[config.mk]
export PLATFORM = sky130hd
export DESIGN_NAME = regfile_wb_arbiter
export DESIGN_NICKNAME = d
export VERILOG_FILES = /design/src/rtl/regfile_wb_arbiter.sv
export SDC_FILE = /design/constraint.sdc
export NUM_CORES = 1
export LEC_CHECK = 0
export ABC_CLOCK_PERIOD_IN_PS = 18100
export CORE_MARGIN = 2
export CORE_UTILIZATION = 54
export DETAILED_ROUTE_END_ITERATION = 16
export GPL_TIMING_DRIVEN = 1
export PLACE_DENSITY_LB_ADDON = 0.1
export SYNTH_ARGS = -nofsm -noshare
export SYNTH_HDL_FRONTEND = slang
export SYNTH_SLANG_ARGS = --single-unit
[constraint.sdc]
create_clock -name clk -period 18.1 [get_ports clk]
set_input_delay 3.62 -clock clk [delete_from_list [all_inputs] [get_ports clk]]
set_output_delay 3.62 -clock clk [all_outputs]
set_load 0.05 [all_outputs]
[src/rtl/regfile_wb_arbiter.sv]
// Register-file write-back initiator: round-robin arbitration between ALU and
// memory results, a registered write port, and a pending-destination scoreboard.
module regfile_wb_arbiter #(
  parameter  int XLEN = 32,
  parameter  int NREG = 32,
  localparam int IW   = $clog2(NREG),
  localparam int CW   = $clog2(NREG) + 1
) (
  input  logic            clk,
  input  logic            rst,
  input  logic            issue_valid,
  input  logic [IW-1:0]   issue_rd,
  input  logic [IW-1:0]   issue_rs1,
  input  logic [IW-1:0]   issue_rs2,
  output logic            issue_stall,
  input  logic            alu_valid,
  input  logic [IW-1:0]   alu_rd,
  input  logic [XLEN-1:0] alu_data,
  output logic            alu_ready,
  input  logic            mem_valid,
  input  logic [IW-1:0]   mem_rd,
  input  logic [XLEN-1:0] mem_data,
  output logic            mem_ready,
  output logic            wb_load,
  output logic [IW-1:0]   wb_dest,
  output logic [XLEN-1:0] wb_data,
  output logic [CW-1:0]   pending_count
);

  typedef enum logic {SRC_ALU = 1'b0, SRC_MEM = 1'b1} src_e;

  src_e            rr_ptr;
  logic [NREG-1:1] busy_q;
  logic [NREG-1:0] busy, busy_nxt, set_mask, clr_mask;
  logic [CW-1:0]   cnt_nxt;
  logic            issue_set;

  // x0 has no storage, so it can never be reported busy (even before reset)
  assign busy = {busy_q, 1'b0};

  assign alu_ready   = alu_valid && (!mem_valid || rr_ptr == SRC_ALU);
  assign mem_ready   = mem_valid && (!alu_valid || rr_ptr == SRC_MEM);
  assign issue_stall = busy[issue_rs1] | busy[issue_rs2] | busy[issue_rd];
  assign issue_set   = issue_valid && !issue_stall && (issue_rd != '0);

  // Clear is applied before set so a same-index set wins
  always_comb begin
    set_mask = '0;
    clr_mask = '0;
    if (issue_set) set_mask[issue_rd] = 1'b1;
    if (wb_load)   clr_mask[wb_dest]  = 1'b1;
    busy_nxt    = (busy & ~clr_mask) | set_mask;
    busy_nxt[0] = 1'b0;
    cnt_nxt = '0;
    for (int i = 1; i < NREG; i++) cnt_nxt = cnt_nxt + CW'(busy_nxt[i]);
  end

  always_ff @(posedge clk) begin
    if (rst) begin
      rr_ptr        <= SRC_ALU;
      busy_q        <= '0;
      pending_count <= '0;
      wb_load       <= 1'b0;
      wb_dest       <= '0;
      wb_data       <= '0;
    end else begin
      busy_q        <= busy_nxt[NREG-1:1];
      pending_count <= cnt_nxt;
      if (alu_valid && mem_valid)
        rr_ptr <= (rr_ptr == SRC_ALU) ? SRC_MEM : SRC_ALU;
      if (alu_ready) begin
        wb_load <= (alu_rd != '0);
        wb_dest <= alu_rd;
        wb_data <= alu_data;
      end else if (mem_ready) begin
        wb_load <= (mem_rd != '0);
        wb_dest <= mem_rd;
        wb_data <= mem_data;
      end else begin
        wb_load <= 1'b0;
      end
    end
  end

endmodule
==> results by group <==
Worst setup path
  – Critical path required time: 18.31 ns
  – Register-to-register setup slack: 10.81 ns
  – WP depth: 22
  – Setup crit start: issue_rs2[0]
  – Cells along the critical path: clkdlybuf4s50_1 -> mux4_2 -> nand2b_1 -> and4b_1 -> nor4_4 -> nand4_1 -> o21a_1 -> fa_1 -> inv_1 -> fa_1 -> fa_1 -> fa_1 -> fa_1 -> fa_1 -> fa_1 -> inv_1 -> fa_1 -> inv_1 -> a21o_1 -> a21oi_1 -> xor2_1 -> nor2_1
  – R2R cell count: 21
  – R2R Path Start: busy_q[14]
  – Nature of the critical path endpoint: flop
  – Worst setup path endpoint: pending_count[4]
  – Kind of cell adding the most delay to the critical path: adder cells
  – RR Endpoint: pending_count[4]
  – CP Class: in2reg
  – WP data arrival: 11.38 ns
  – Slowest CP cell: clkdlybuf4s50_1
  – CP max FO: 16
  – Worst setup SP type: input pin
  – Top cell by count, worst path: fa_1
  – Buf/Inv on CP: 4
  – Crit path largest cell delay: 0.87 ns

Min path
  – Hold Path Class: reg2reg
  – Hold path depth: 2

Layout
  – Share of cells above drive strength 1: 12.27%
  – Fill cell count: 745
  – Nets: 838
  – Area Overhead vs Synth: 30.18%
  – Multi-input logic area: 3533 um2
  – ANT cells: 0
  – Sequential Area: 1521 um2

GRT
  – Pin count of the biggest net entering global routing: 85
  – GRT busiest layer: met2
  – Met3 usage: 9.745%
  – Initial antenna violation count: 0
  – Global Route met2 Usage: 48.88%
  – Global-route wire length before repair: 25260 um
  – Vias in the first global route: 5170
  – Congestion Overflow GR: 0
  – All-Layer GR Usage: 30.46%
  – Global Route met1 Usage: 37.15%

Clock network
  – # resized after CTS: 0
  – TritonCTS Buffers: 9
  – Clk root buf: clkbuf_8
  – Max clock buf depth: 2
  – CTS tree: yes
  – H-tree depth: 3
  – CTS clk-pin slew, worst paths: 0.07 ns
  – Skew-Pair Late Insertion Delay: 0.35 ns
  – Post-CTS setup buffers: 0
  – # hold bufs at CTS: 0
  – CTS Sinks: 76

Die
  – Ports: 141
  – Die area: 10690 um2
  – Core Area: 9684 um2
  – Die Height: 103.4 um
  – DIE WIDTH: 103.4 um
  – Starting Density: 55.09%
  – Row cnt: 36

Route
  – Final WL: 15640 um
  – Wire per inst: 18.40 um
  – Vias/cell: 6.099
  – Antenna-violating nets left: 0
  – DR iter-0 viols: 309
  – Routed via count: 5184
  – DRC: 0
  – DRT Pass-1 Iters: 5

Logic synthesis
  – Main combinational cell family by area after synthesis: simple AND/OR/NAND/NOR gates
  – Synth warn: 0
  – Compound-Gate Fraction of Synth Area: 15.29%
  – Post-synthesis adder-cell area fraction: 10.27%
  – Post-synthesis sequential area ratio: 28.52%
  – Syn Nets: 727
  – Post-synth ARST share: 0%
  – Post-Synth Simple-Gate Area: 25.14%
  – Yosys reg bits: 76
  – Synth Area in XOR/XNOR: 0.6567%
  – Top_reg_cell synth: dfxtp_1
  – Synth unique cells: 50
  – Synthesized cell area: 5335 um2
  – Gate Count Post-Synth: 603
  – Post-synth EDFFs: 0
  – Post-synthesis mux area share: 14.87%
  – Avg Inst Size Synth: 8.848 um2

Place
  – RePlAce Congestion: 0.9413
  – Pre-CTS setup slack: 6.575 ns
  – DP Wirelength: 11570 um
  – Port Buffer Count: 140

Pwr
  – Power per cell area: 63.16 nW/um2
  – Leakage: 2.617 nW
  – PnR Total Power: 0.0004386 W
  – VDD IR max: 0.00003944 V

STA
  – Fin Hold WS: 0.5873 ns
  – Slew at the pin closest to its max-slew limit: 0.8252 ns
  – Worst rel slew slack: 43.57%
  – Final hold violations: 0
  – Final Critical Period: 11.17 ns
  – Max-slew violations: 0
  – Final WS setup: 6.929 ns
  – Peak Freq: 0.08952 GHz
  – Skew final: 0.007676 ns
  – Final setup TNS: 0 ns
  – # setup viols final: 0
  – RSZ-0062 raised after global routing: no
  – Tcrit/Tclk final: 61.72%

Status
  – Status: completed

Run
  – Max_cap viols: 0
-- worst min-delay path by stage --
stage	from	end	slack [ns]
final	busy_q[15]	busy_q[15]	0.59
after global routing	busy_q[29]	busy_q[29]	0.61
after CTS	busy_q[29]	busy_q[29]	0.59
after detailed placement	busy_q[15]	busy_q[15]	0.58
after global placement	busy_q[29]	busy_q[29]	0.57
after floorplan	busy_q[26]	busy_q[26]	0.50
-- report_power, final --
group          internal, W  switching, W  total, W
sequential        0.000175    0.00000581  0.000181
combinational    0.0000552     0.0000713  0.000126
clock            0.0000697     0.0000614  0.000131
-- cell type report --
cell class,count,share of cell area (%)
Inverter,26,1.405
Tap cell,133,2.396
Clock inverter,2,0.5044
Sequential cell,76,21.91
Timing Repair Buffer,146,20.68
Clock buffer,12,2.234
Multi-Input combinational cell,455,50.87
-- placed cells by master, fill, tap and decap left out, types with 3 or more instances in the layout --
cell             instances
o22ai_1                 31
nor3b_1                 36
inv_1                   26
buf_4                    6
o221a_2                  3
nand2_1                  3
nor2b_1                 18
o21a_1                  15
mux4_2                  11
nor4_1                  39
clkdlybuf4s50_1        138
mux2_2                  35
a211oi_1                 5
and4b_1                  3
nand4_1                  5
nor2_1                  84
nand2b_1                 6
a21oi_1                  5
mux2i_1                 14
nand3_1                  4
o21ai_1                  9
clkbuf_8                11
dfxtp_1                 76
xor2_1                   4
o21ai_0                 41
nand3b_1                 8
fa_1                    23
or2_2                    7
ha_1                     7
a2111oi_0                5
or3b_2                   7
and3_1                   4
-- Yosys cell counts, types with 6 or more instances --
cell      number  area (um2)
nand2b_1       6       37.54
nor4_1        39       244.0
o21ai_0       41       205.2
fa_1          23       460.4
nor2b_1       18       112.6
inv_1         26       97.59
o22ai_1       31       193.9
o21a_1        15       112.6
ha_1           7       87.58
mux2i_1       14       140.1
dfxtp_1       76        1521
or2_2          7       43.79
buf_1          8       30.03
nor3b_1       36       270.3
mux2_2        35       394.1
nand3b_1       8       60.06
clkbuf_1      32       120.1
or3b_2         7       61.31
nor2_1        84       315.3
o21ai_1        9       45.04
mux4_2        11       247.7
-- layer usage --
metal | wire (um) | vias up | part of all wire [%]
li1 | - | 2438 | -
met1 | 5973 | 2446 | 38
met2 | 7605 | 254 | 49
met3 | 1507 | 46 | 9.6
met4 | 556 | 0 | 3.6
met5 | 0 | - | 0
-- through the flow --
step / instances / util, % / cell area, um2
6_report: 850 / 71.72 / 6945
3_5_place_dp: 836 / 69.75 / 6755
4_1_cts: 850 / 71.72 / 6945
5_1_grt: 850 / 71.72 / 6945
3_3_place_gp: 836 / 69.75 / 6755
2_1_floorplan: 603 / - / 5335
-- cell families (layout without fill, tap and decap cells) --
family,after synthesis,in the layout
adders and majority gates,30,30
muxes,61,61
xor gates and xnor gates,4,4
DFF,76,76
AOI/OAI and AO/OA,128,128
and+or+nand+nor,232,232
buffers and inverters,72,186
-- registers in the layout, summed over array words and instances (netlist names) --
register and cells:
wb_data 32, busy_q 31, pending_count 6, wb_dest 5, rr_ptr 1, wb_load 1
-- worst min-delay path: cells and delay by family (launching register included) --
| family | cells | cell delay [ns] |
|---|---|---|
| flip-flops | 1 | 0.34 |
| AO/OA/AOI/OAI | 2 | 0.20 |
(Power assumes the default switching activity.)
